--- config.mk ---
export PLATFORM = sky130hd
export DESIGN_NAME = stopwatch_ctrl
export DESIGN_NICKNAME = d
export VERILOG_FILES = /design/src/rtl/stopwatch_pkg.sv /design/src/rtl/bcd_digit_en.sv /design/src/rtl/stopwatch_ctrl.sv
export SDC_FILE = /design/constraint.sdc
export NUM_CORES = 1
export LEC_CHECK = 0
export CAP_MARGIN = 20
export CORE_UTILIZATION = 51
export DETAILED_ROUTE_END_ITERATION = 12
export PLACE_DENSITY = 0.83
export SETUP_SLACK_MARGIN = 0.2
export SLEW_MARGIN = 40
export SYNTH_ARGS = -nofsm -noshare
export SYNTH_HDL_FRONTEND = slang
export SYNTH_SLANG_ARGS = --single-unit
--- constraint.sdc ---
create_clock -name clk -period 2.1 [get_ports clk]
set_input_delay 0.315 -clock clk [delete_from_list [all_inputs] [get_ports clk]]
set_output_delay 0.315 -clock clk [all_outputs]
set_load 0.03 [all_outputs]
--- src/rtl/stopwatch_pkg.sv ---
`default_nettype none
// ============================================================================
// Module   : stopwatch_pkg
// Purpose  : Shared state encoding and BCD constants for the stopwatch block.
// Revision : 1.0 - initial release
// ============================================================================
package stopwatch_pkg;

    // Controller state; encoded as plain constants for legacy tool flows
    typedef logic [1:0] state_t;

    localparam logic [1:0] ST_IDLE  = 2'd0;
    localparam logic [1:0] ST_RUN   = 2'd1;
    localparam logic [1:0] ST_PAUSE = 2'd2;

    // Largest legal value of one BCD digit
    localparam logic [3:0] BCD_MAX = 4'd9;

    // Number of BCD digits in the count and on the display
    localparam int NUM_DIGITS = 4;

endpackage : stopwatch_pkg
`default_nettype wire

--- src/rtl/bcd_digit_en.sv ---
`default_nettype none
// ============================================================================
// Module   : bcd_digit_en
// Purpose  : One BCD digit (0..9) with enable in and carry out, so digits
//            can be chained into a multi-digit decimal counter.
// Revision : 1.0 - initial release
// ============================================================================
module bcd_digit_en
    import stopwatch_pkg::*;
(
    input  logic       clk,
    input  logic       rst,
    input  logic       clr,
    input  logic       en,
    output logic [3:0] digit,
    output logic       carry
);

    logic [3:0] digit_q;
    logic [3:0] digit_d;

    // Next digit value: clear wins, otherwise count 0..9 and roll over
    always_comb begin
        digit_d = digit_q;
        if (clr) begin
            digit_d = 4'd0;
        end else if (en) begin
            digit_d = (digit_q == BCD_MAX) ? 4'd0 : digit_q + 4'd1;
        end
    end

    // Digit register
    always_ff @(posedge clk or posedge rst) begin
        if (rst) begin
            digit_q <= 4'd0;
        end else begin
            digit_q <= digit_d;
        end
    end

    // Carry fires on the same edge this digit rolls 9 -> 0
    assign carry = en && (digit_q == BCD_MAX);
    assign digit = digit_q;

endmodule : bcd_digit_en
`default_nettype wire

--- src/rtl/stopwatch_ctrl.sv ---
`default_nettype none
// ============================================================================
// Module   : stopwatch_ctrl
// Purpose  : 4-digit BCD stopwatch with run/pause, lap freeze, sticky
//            overflow and a multiplexed digit scan output.
// Revision : 1.0 - initial release
// ============================================================================
module stopwatch_ctrl
    import stopwatch_pkg::*;
#(
    parameter int TICK_DIV = 4,
    parameter int SCAN_DIV = 2
) (
    input  logic        clk,
    input  logic        reset,
    input  logic        start_stop,
    input  logic        lap,
    input  logic        clear,
    output logic        running,
    output logic        lap_active,
    output logic [15:0] count,
    output logic [15:0] q_disp,
    output logic        overflow,
    output logic [3:0]  digit_sel,
    output logic [3:0]  digit_bcd
);

    localparam int PW = (TICK_DIV > 1) ? $clog2(TICK_DIV) : 1;
    localparam int SW = (SCAN_DIV > 1) ? $clog2(SCAN_DIV) : 1;
    localparam logic [PW-1:0] C_PRESC_LAST = PW'(TICK_DIV - 1);
    localparam logic [SW-1:0] C_SCAN_LAST  = SW'(SCAN_DIV - 1);

    state_t                state_q, state_d;
    logic [PW-1:0]         presc_q, presc_d;
    logic [15:0]           lap_q, lap_d;
    logic                  lap_active_q, lap_active_d;
    logic                  overflow_q, overflow_d;
    logic [SW-1:0]         scan_q, scan_d;
    logic [NUM_DIGITS-1:0] digit_sel_q, digit_sel_d;

    logic                  w_tick;
    logic [NUM_DIGITS:0]   w_carry;

    assign w_tick     = (state_q == ST_RUN) && (presc_q == C_PRESC_LAST);
    assign w_carry[0] = w_tick;

    // Chained BCD digits; each digit advances on the carry of the one below
    for (genvar i = 0; i < NUM_DIGITS; i++) begin : g_digit
        bcd_digit_en u_digit (
            .clk   (clk),
            .rst   (reset),
            .clr   (clear),
            .en    (w_carry[i]),
            .digit (count[4*i +: 4]),
            .carry (w_carry[i+1])
        );
    end

    // Run/pause FSM, prescaler, lap capture and sticky overflow
    always_comb begin
        state_d      = state_q;
        presc_d      = presc_q;
        lap_d        = lap_q;
        lap_active_d = lap_active_q;
        overflow_d   = overflow_q;
        if (clear) begin
            state_d      = ST_IDLE;
            presc_d      = '0;
            lap_d        = '0;
            lap_active_d = 1'b0;
            overflow_d   = 1'b0;
        end else begin
            if (start_stop) begin
                case (state_q)
                    ST_IDLE:  state_d = ST_RUN;
                    ST_RUN:   state_d = ST_PAUSE;
                    ST_PAUSE: state_d = ST_RUN;
                    default:  state_d = ST_IDLE;
                endcase
            end
            if (state_q == ST_RUN) begin
                presc_d = w_tick ? '0 : presc_q + PW'(1);
            end
            // Capture uses the pre-increment count when a tick coincides
            if (lap && (state_q != ST_IDLE)) begin
                if (!lap_active_q) begin
                    lap_d        = count;
                    lap_active_d = 1'b1;
                end else begin
                    lap_active_d = 1'b0;
                end
            end
            if (w_tick && w_carry[NUM_DIGITS]) begin
                overflow_d = 1'b1;
            end
        end
    end

    // Display scan rotation runs in every state and ignores clear
    always_comb begin
        scan_d      = scan_q + SW'(1);
        digit_sel_d = digit_sel_q;
        if (scan_q == C_SCAN_LAST) begin
            scan_d      = '0;
            digit_sel_d = {digit_sel_q[NUM_DIGITS-2:0], digit_sel_q[NUM_DIGITS-1]};
        end
    end

    // Control and scan registers
    always_ff @(posedge clk or posedge reset) begin
        if (reset) begin
            state_q      <= ST_IDLE;
            presc_q      <= '0;
            lap_q        <= '0;
            lap_active_q <= 1'b0;
            overflow_q   <= 1'b0;
            scan_q       <= '0;
            digit_sel_q  <= NUM_DIGITS'(1);
        end else begin
            state_q      <= state_d;
            presc_q      <= presc_d;
            lap_q        <= lap_d;
            lap_active_q <= lap_active_d;
            overflow_q   <= overflow_d;
            scan_q       <= scan_d;
            digit_sel_q  <= digit_sel_d;
        end
    end

    // Pick the displayed nibble selected by the one-hot scan
    always_comb begin
        digit_bcd = 4'd0;
        for (int i = 0; i < NUM_DIGITS; i++) begin
            if (digit_sel_q[i]) begin
                digit_bcd = q_disp[4*i +: 4];
            end
        end
    end

    assign running    = (state_q == ST_RUN);
    assign lap_active = lap_active_q;
    assign overflow   = overflow_q;
    assign q_disp     = lap_active_q ? lap_q : count;
    assign digit_sel  = digit_sel_q;

endmodule : stopwatch_ctrl
`default_nettype wire

==> flow_summary.ini, run 1 <==
[run_status]
run_status = complete, but fails checks
violations_in_the_final_reports = setup timing

[placement]
place.port_buffers = 47
hpwlAfterDp_um = 4240
detailed_place.area_mm2 = 0.00314
gp_congestion = 0.790
post-place-ws_ns = -0.237

[sta]
finalSetupViolCount = 9
timing.slew.headroom_pct = 63.2
max_freq_mhz = 446
fin_crit_ns = 2.24
final_max_slew_viol_count = 0
fin_tns_setup_ns = -0.631
grt_setup_unrepaired = true
timing.clock.skew_ns = 0.00897
post-route-worst-setup-slack_ns = -0.144
tightest_slew_ns = 0.552
finalHoldViolCount = 0
min_period_over_period_pct = 107

[worst_setup_path]
cp-start-kind = flip-flop
critical_path_class = reg -> out
timing.critical_path.to_type = primary output
path_max_fanout = 8
wp_data_arrival_ns = 1.93
setup.reg_to_reg.worst_slack_ns = 0.29
timing.critical_path.required_ns = 1.78

[grt]
grt_pass1_wl_um = 10400
grt.overflow.total = 0
first_global_vias = 2105
grt_start_max_net_pins = 44
grt.total_usage_pct = 27.3
number_of_antenna_violations_at_the_first_check_in_global_routing = 0

[clock_tree]
cts_hold_buf = 0
clk-insertion-delay-late_ns = 0.30
cts.path.max_buffers = 2
clk_pin_slew_ns = 0.08
ctsHtreeMaxLevel = 2
cts_tree = done
clock-sinks = 43
number_of_cts_inserted_buffers = 5
root_buffer = sky130_fd_sc_hd__clkbuf_8

[pwr]
design_power_total_mw = 1.65
power_share_of_the_sequential_group_pct = 54.0
swShare_pct = 27.0
power_switching_mw = 0.446
power_density_mw_per_mm2 = 507
p_int_mw = 1.20
p_comb_share_pct = 15.1
clkPwrFrac_pct = 30.9
peakVddDrop_uv = 417
cellLeakagePower_nw = 1.64

[worst_hold_path]
holdCritPathClass = in -> async

[drt]
first_iter_violations = 169
drt_pass1_iterations = 4
vias_per_cell = 5.73
postRouteAntennaNets = 0
routed_wl_um = 6360
total_via_count_in_the_routed_design = 2177
route.detailed.wl_per_inst_um = 16.7
drt_drc_violations_left = 0

[floorplanning]
floorplan.rows = 24
coreArea_mm2 = 0.00438
dieWidth_um = 69.6
initial_utilization_pct = 53.2
pin_count = 48
die-area_mm2 = 0.00485
die_height_um = 69.6

[synth]
postSynthAreaPerCell_um2 = 9.56
synth_top_area_share_pct = 45.0
netlist_area_mm2 = 0.00233
synth.lib_cells_used.distinct = 37
ys_warn_count = 0
synth.yosys.seq_area_share_pct = 46.2
synthTopCellsByArea = sky130_fd_sc_hd__dfrtp_1 45%, sky130_fd_sc_hd__nor2_1 6.8%, sky130_fd_sc_hd__ha_1 4.8%
syn-num-nets = 258
number_of_flops_mapped_to_enable_cells_by_yosys = 0
yosys_register_bits = 43
synth_area_leader_cell = sky130_fd_sc_hd__dfrtp_1
yosys_most_used_dff = sky130_fd_sc_hd__dfrtp_1
synth-async-reset-ratio_pct = 100
syn-instance-count = 244

[layout]
postLayoutCellArea_mm2 = 0.00325
syn2layout_area_growth_pct = 39.4
antenna_cells_inserted = 0
design.final.nets = 341
fin_util_pct = 74.2
drive_above_1_share_pct = 28.0

[job]
max_cap_viol_count = 0
-- cell usage after synthesis, drive strengths merged, types with 4 or more instances --
cell	n
a211oi	4
or3	6
o21ai	9
and3b	4
nand3	7
nand2	14
a22o	4
nor2b	4
clkbuf	8
mux2i	10
ha	9
inv	12
nor3	15
mux2	13
dfrtp	42
buf	7
nor2	42
a221o	4
a21oi	15
-- layout make-up --
| type | count | area [um2] |
|---|---|---|
| Clock inverter | 1 | 5.00 |
| Tap cell | 52 | 65.1 |
| Inverter | 12 | 45.0 |
| Clock buffer | 7 | 76.3 |
| Multi-Input combinational cell | 174 | 1210 |
| Timing Repair Buffer | 91 | 774 |
| Sequential cell | 43 | 1080 |
| Fill cell | 334 | 1130 |
-- power groups by stage --
stage / combinational, mW / sequential, mW / clock (mW)
floorplan: 0.157 / 0.898 / 0
global placement: 0.224 / 0.903 / 0
detailed placement: 0.229 / 0.904 / 0
CTS: 0.233 / 0.890 / 0.517
global route: 0.270 / 0.895 / 0.548
finish: 0.249 / 0.890 / 0.509
-- stage by stage --
step | hold slack (ns) | cells
final | 0.451 | 380
after global routing | 0.503 | 380
after CTS | 0.476 | 376
after detailed placement | 0.520 | 367
after global placement | 0.487 | 367
after floorplan | 0.461 | 244
-- path summary, 6_finish.rpt --
| check | from | end | cells after the start |
|---|---|---|---|
| worst max register to register | g_digit[0].u_digit.digit[0] | g_digit[3].u_digit.digit[0] | 6 |
| worst max-delay path | lap_active | digit_bcd[2] | 5 |
| worst min register to register | scan_q | scan_q | 1 |
| worst min-delay path | reset | g_digit[2].u_digit.digit[2] | 3 |
| max in group asynchronous | reset | lap_active | 3 |
| min in group clk | scan_q | scan_q | 1 |
-- worst max-delay path: stages, from the launching register on --
cell                      delay, ns
sky130_fd_sc_hd__dfrtp_2       0.49
sky130_fd_sc_hd__buf_4         0.16
sky130_fd_sc_hd__mux2_4        0.29
sky130_fd_sc_hd__a221o_1       0.33
sky130_fd_sc_hd__a22o_4        0.22
sky130_fd_sc_hd__buf_6         0.13
-- layer usage --
layer | track usage (%) | routed length (um) | vias to the layer above
li1 | - | - | 1007
met1 | 36.6 | 2800 | 1097
met2 | 44.0 | 3130 | 64
met3 | 5.96 | 318 | 9
met4 | 8.89 | 112 | 0
met5 | 0 | 0 | -
-- placed cells by master (no fill, tap or decap), types with 7 or more instances in the layout --
cell type	instances
sky130_fd_sc_hd__buf_4	43
sky130_fd_sc_hd__nor2_1	42
sky130_fd_sc_hd__dfrtp_1	41
sky130_fd_sc_hd__clkdlybuf4s50_1	22
sky130_fd_sc_hd__nor3_1	15
sky130_fd_sc_hd__a21oi_1	15
sky130_fd_sc_hd__nand2_1	13
sky130_fd_sc_hd__inv_1	12
sky130_fd_sc_hd__dlygate4sd2_1	12
sky130_fd_sc_hd__ha_1	9
sky130_fd_sc_hd__mux2_2	7
-- state kept, by name, summed over array words and instances (netlist names) --
register               flops
scan_q                     1
lap_active                 1
state_q                    2
presc_q                    2
digit_sel                  4
g_digit.u_digit.digit     16
lap_q                     16
overflow                   1
-- cells by family after synthesis --
logic type                 Yosys count  share of synthesized area, %
xor gates and xnor gates             3                          1.13
muxes                               23                          11.2
AOI/OAI and AO/OA                   41                          11.4
DFF                                 43                          46.2
buffers and inverters               27                          5.04
adders and majority gates            9                          4.83
and+or+nand+nor                     98                          20.3
-- what timing repair did --
action / in CTS / in global routing
gates resized for setup: 74 / 16
buffers inserted: 1 / 4
pin swaps: 4 / 3
endpoints found under the setup margin: 25 / 27
endpoints found under the hold margin: 0 / 0
No activity file was read; power rests on OpenSTA's default activity.
==> inputs of run 2 (changes only) <==
PLACE_DENSITY = 0.84   (was 0.83)
==> run 2 against run 1 <==
  * The flow still finishes with violations (setup timing)
  * Core utilization down 0.86 points
  * Clock skew fell by 0.0026 ns
  * Total power is 0.62% lower
  * Die area stayed put
  * Cell count decreased by 1.3%
  * Sequential cell count stayed put
  * Combinational power is 5% lower
  * Hold slack better by 0.035 ns
  * Critical endpoint is now digit_bcd[3]
==> flow_summary.ini, run 2 (synthesized netlist as in run 1, its figures left out) <==
[grt]
grt.total_usage_pct = 26.5
grt.overflow.total = 0
number_of_antenna_violations_at_the_first_check_in_global_routing = 0
grt_start_max_net_pins = 44
first_global_vias = 2116
grt_pass1_wl_um = 10200

[worst_setup_path]
crit_path_max_incr_delay_ns = 0.52
crit_path_start = lap_active
critical-path-slowest-cell = sky130_fd_sc_hd__dfrtp_2
wp_data_arrival_ns = 1.84
reg2reg_from = presc_q[0]
timing.critical_path.required_ns = 1.78
timing.critical_path.to_type = primary output
cp-start-kind = flip-flop
critical_path_class = reg -> out
timing.critical_path.cells = mux2_4, a221o_1, a22o_4, buf_6
path_max_fanout = 8

[sta]
finalHoldViolCount = 0
tightest_slew_ns = 0.537
timing.slew.headroom_pct = 64.2
grt_setup_unrepaired = true
fin_crit_ns = 2.15
max_freq_mhz = 465
timing.clock.skew_ns = 0.00636
post-route-worst-setup-slack_ns = -0.0509
finalSetupViolCount = 7
worst_case_hold_slack_ns = 0.485
min_period_over_period_pct = 102
final_max_slew_viol_count = 0

[floorplanning]
die_height_um = 69.6
initial_utilization_pct = 53.2
floorplan.rows = 24
die-area_mm2 = 0.00485
coreArea_mm2 = 0.00438
dieWidth_um = 69.6
pin_count = 48

[placement]
gp_congestion = 0.834
post-place-ws_ns = -0.237
place.port_buffers = 47
detailed_place.area_mm2 = 0.00313
hpwlAfterDp_um = 4290

[run_status]
run_status = complete, but fails checks
violations_in_the_final_reports = setup timing

[drt]
drt_drc_violations_left = 0
vias_per_cell = 5.60
postRouteAntennaNets = 0
first_iter_violations = 158
routed_wl_um = 6080
route.detailed.wl_per_inst_um = 16.2
drt_pass1_iterations = 4
total_via_count_in_the_routed_design = 2100

[layout]
antenna_cells_inserted = 0
postLayoutCellArea_mm2 = 0.00322
drive_above_1_share_pct = 28.5
fin_util_pct = 73.3
design.final.nets = 336
most-common-layout-cells = 42 x sky130_fd_sc_hd__nor2_1, 41 x sky130_fd_sc_hd__dfrtp_1, 36 x sky130_fd_sc_hd__buf_4
syn2layout_area_growth_pct = 37.8
layout_commonest_cell = sky130_fd_sc_hd__nor2_1

[clock_tree]
clk-insertion-delay-late_ns = 0.30
clock-sinks = 43
cts_tree = done
root_buffer = sky130_fd_sc_hd__clkbuf_8
ctsHtreeMaxLevel = 2
clk_pin_slew_ns = 0.08
cts_hold_buf = 0
number_of_cts_inserted_buffers = 5
cts.path.max_buffers = 2

[worst_hold_path]
holdCritPathClass = in -> async

[pwr]
power_density_mw_per_mm2 = 509
peakVddDrop_uv = 321
cellLeakagePower_nw = 1.60
design_power_total_mw = 1.64

[job]
max_cap_viol_count = 0
## run 2: changes by cell type in the layout (fill, tap and decap cells not counted), moves of 3 or more
cell / delta
sky130_fd_sc_hd__buf_2: +3
sky130_fd_sc_hd__clkdlybuf4s15_2: +4
sky130_fd_sc_hd__buf_4: -7
sky130_fd_sc_hd__dlygate4sd2_1: -5
## run 2: repair_timing
item / 4_1_cts / 5_1_grt
endpoints found under the hold margin: 0 / 0
pin swaps: 6 / 0
gates resized for setup: 89 / 17
setup buffers: 1 / 0
setup endpoints to repair: 26 / 19
## run 2: path summary, 6_finish.rpt
path / endpoint / cells past startpoint / slack, ns
setup / recovery: digit_bcd[3] / 4 / -0.05
hold / removal: state_q[0] / 3 / 0.49
setup reg to reg: g_digit[1].u_digit.digit[0] / 5 / 0.37
hold reg to reg: overflow / 2 / 0.52
max in group asynchronous: lap_active / 3 / 1.21
min in group clk: overflow / 2 / 0.52
## run 2: per-stage QoR
step	TNS, ns	instances
after floorplan	0	244
final	-0.200	375
after global routing	-0.493	375
after CTS	-0.189	375
after global placement	-0.616	366
after detailed placement	-0.746	366
## run 2: where the power goes
group / switching [mW] / internal, mW / leakage (nW) / total, mW
logic: 0.135 / 0.101 / 0.977 / 0.236
registers: 0.0305 / 0.861 / 0.582 / 0.891
clock network: 0.274 / 0.237 / 0.0395 / 0.511
total: 0.440 / 1.20 / 1.60 / 1.64
## run 2: final cells by class
| cell class | instances | area, um2 |
|---|---|---|
| sequential | 43 | 1080 |
| timing repair buffer | 86 | 743 |
| clock buffer | 8 | 80.1 |
| fill | 321 | 1170 |
| multi-input combinational | 174 | 1200 |
| inverter | 12 | 45.0 |
| tap | 52 | 65.1 |
## run 2: layer usage
metal | wire [um] | share of wire [%] | up-vias | track usage (%)
li1 | - | - | 997 | -
met1 | 2660 | 44 | 1034 | 34.6
met2 | 3050 | 50 | 58 | 44.7
met3 | 262 | 4.3 | 11 | 4.65
met4 | 112 | 1.8 | 0 | 9.11
met5 | 0 | 0 | - | 0
## run 2: worst max-delay path: cells and delay by family (launching register included)
| family | cells | cell delay (ns) |
|---|---|---|
| AOI/OAI and AO/OA | 2 | 0.55 |
| buffers and inverters | 1 | 0.13 |
| DFF | 1 | 0.52 |
| muxes | 1 | 0.34 |
==> inputs of run 3 (changes only) <==
CORE_MARGIN = 5   (was not set)
==> run 3 against run 2 <==
  * Die area grew 24%
  * Highest routed layer unchanged
  * Total power is 2.8% higher
  * The flow still finishes with violations (setup timing)
  * Fmax fell by 5.3%
  * Sequential share of layout area fell by 1.1 points
  * Clock skew increased by 0.00088 ns
  * Cell count grew 1.3%
==> flow_summary.ini, run 3 (synthesized netlist as in run 1, its figures left out) <==
[clock_tree]
clock-sinks = 43
clk_pin_slew_ns = 0.09
root_buffer = sky130_fd_sc_hd__clkbuf_8
cts_tree = done
cts.path.max_buffers = 2
ctsHtreeMaxLevel = 2
number_of_cts_inserted_buffers = 5
cts_hold_buf = 0
clk-insertion-delay-late_ns = 0.30

[worst_setup_path]
wp_data_arrival_ns = 1.96
path_max_fanout = 7
setup.reg_to_reg.worst_slack_ns = 0.35
timing.critical_path.to_type = primary output
cp-start-kind = flip-flop
critical_path_class = reg -> out
timing.critical_path.required_ns = 1.78

[sta]
final_max_slew_viol_count = 0
fin_crit_ns = 2.27
timing.clock.skew_ns = 0.00724
min_period_over_period_pct = 108
max_freq_mhz = 440
grt_setup_unrepaired = true
finalHoldViolCount = 0
tightest_slew_ns = 0.538
post-route-worst-setup-slack_ns = -0.171
timing.slew.headroom_pct = 64.1
finalSetupViolCount = 8
fin_tns_setup_ns = -0.676

[floorplanning]
die_height_um = 77.6
pin_count = 48
dieWidth_um = 77.6
die-area_mm2 = 0.00603
coreArea_mm2 = 0.00438
initial_utilization_pct = 53.2
floorplan.rows = 24

[grt]
grt_pass1_wl_um = 11700
first_global_vias = 2342
grt.total_usage_pct = 24.2
number_of_antenna_violations_at_the_first_check_in_global_routing = 0
grt.overflow.total = 0
grt_start_max_net_pins = 44

[layout]
most-common-layout-cells = 48 x sky130_fd_sc_hd__buf_4, 42 x sky130_fd_sc_hd__nor2_1, 41 x sky130_fd_sc_hd__dfrtp_1
final-instance-count-excl-fill = 380
layout_commonest_cell = sky130_fd_sc_hd__buf_4
drive_above_1_share_pct = 32.6
syn2layout_area_growth_pct = 42.5
antenna_cells_inserted = 0
design.final.nets = 341

[run_status]
run_status = complete, but fails checks
violations_in_the_final_reports = setup timing

[placement]
hpwlAfterDp_um = 4610
placed_cells = 365
gp_congestion = 0.876
place.port_buffers = 47

[drt]
first_iter_violations = 188
vias_per_cell = 5.88
total_via_count_in_the_routed_design = 2235
route.detailed.wl_per_inst_um = 18.2
routed_wl_um = 6900
postRouteAntennaNets = 0
drt_pass1_iterations = 4
drt_drc_violations_left = 0

[job]
max_cap_viol_count = 0

[pwr]
cellLeakagePower_nw = 1.66
peakVddDrop_uv = 388
power_density_mw_per_mm2 = 506

[worst_hold_path]
holdCritPathClass = in -> async
## run 3: changes by cell type in the layout (fill, tap and decap cells not counted), sizes merged
| cell | delta |
|---|---|
| clkdlybuf4s15 | -7 |
| dlymetal6s2s | +1 |
| clkinv | +3 |
| buf | +11 |
| dlygate4sd2 | -3 |
## run 3: per-layer routing
metal  global-route usage (%)  routed length [um]
met1                     28.8                2610
met3                     5.67                 486
met5                        0                   0
met4                     11.3                 251
met2                     41.2                3550
## run 3: path summary, 6_finish.rpt
kind | from | endpoint | cells after the start
max reg2reg | g_digit[1].u_digit.digit[0] | g_digit[3].u_digit.digit[0] | 6
min reg2reg | overflow | overflow | 2
max in group asynchronous | reset | lap_active | 3
min | reset | g_digit[2].u_digit.digit[3] | 3
max | lap_active | digit_bcd[2] | 5
min in group clk | overflow | overflow | 2
## run 3: metrics by stage
step | instance area, um2 | worst slack, ns | hold slack [ns] | power (mW) | util [%]
floorplan | 2380 | 0.183 | 0.461 | 1.05 | -
global placement | 3120 | -0.222 | 0.495 | 1.13 | 71.2
CTS | 3290 | -0.139 | 0.471 | 1.68 | 75.0
detailed placement | 3120 | -0.251 | 0.509 | 1.14 | 71.2
finish | 3330 | -0.171 | 0.451 | 1.68 | 75.9
global route | 3330 | -0.226 | 0.503 | 1.76 | 75.9
## run 3: where the power goes
group / internal, mW / switching (mW) / leakage (nW)
clock: 0.228 / 0.290 / 0.0477
sequential: 0.861 / 0.0311 / 0.582
combinational: 0.124 / 0.151 / 1.03
## run 3: final cells by class
type / instances / area, um2
timing repair buffer: 91 / 802
clock inverter: 3 / 15.0
clock buffer: 5 / 68.8
multi-input combinational: 174 / 1250
tap: 52 / 65.1
sequential: 43 / 1080
inverter: 12 / 45.0
fill: 301 / 1060
## run 3: timing repair
action                     CTS  global route
setup buffers                6             1
resized for setup          128            26
pin swaps                    3             1
setup endpoints to repair   25            30
## run 3: critical path: stages (launching register included)
cell	delay (ns)
sky130_fd_sc_hd__dfrtp_2	0.48
sky130_fd_sc_hd__buf_12	0.16
sky130_fd_sc_hd__mux2_4	0.31
sky130_fd_sc_hd__a221o_1	0.34
sky130_fd_sc_hd__a22o_4	0.23
sky130_fd_sc_hd__buf_6	0.13
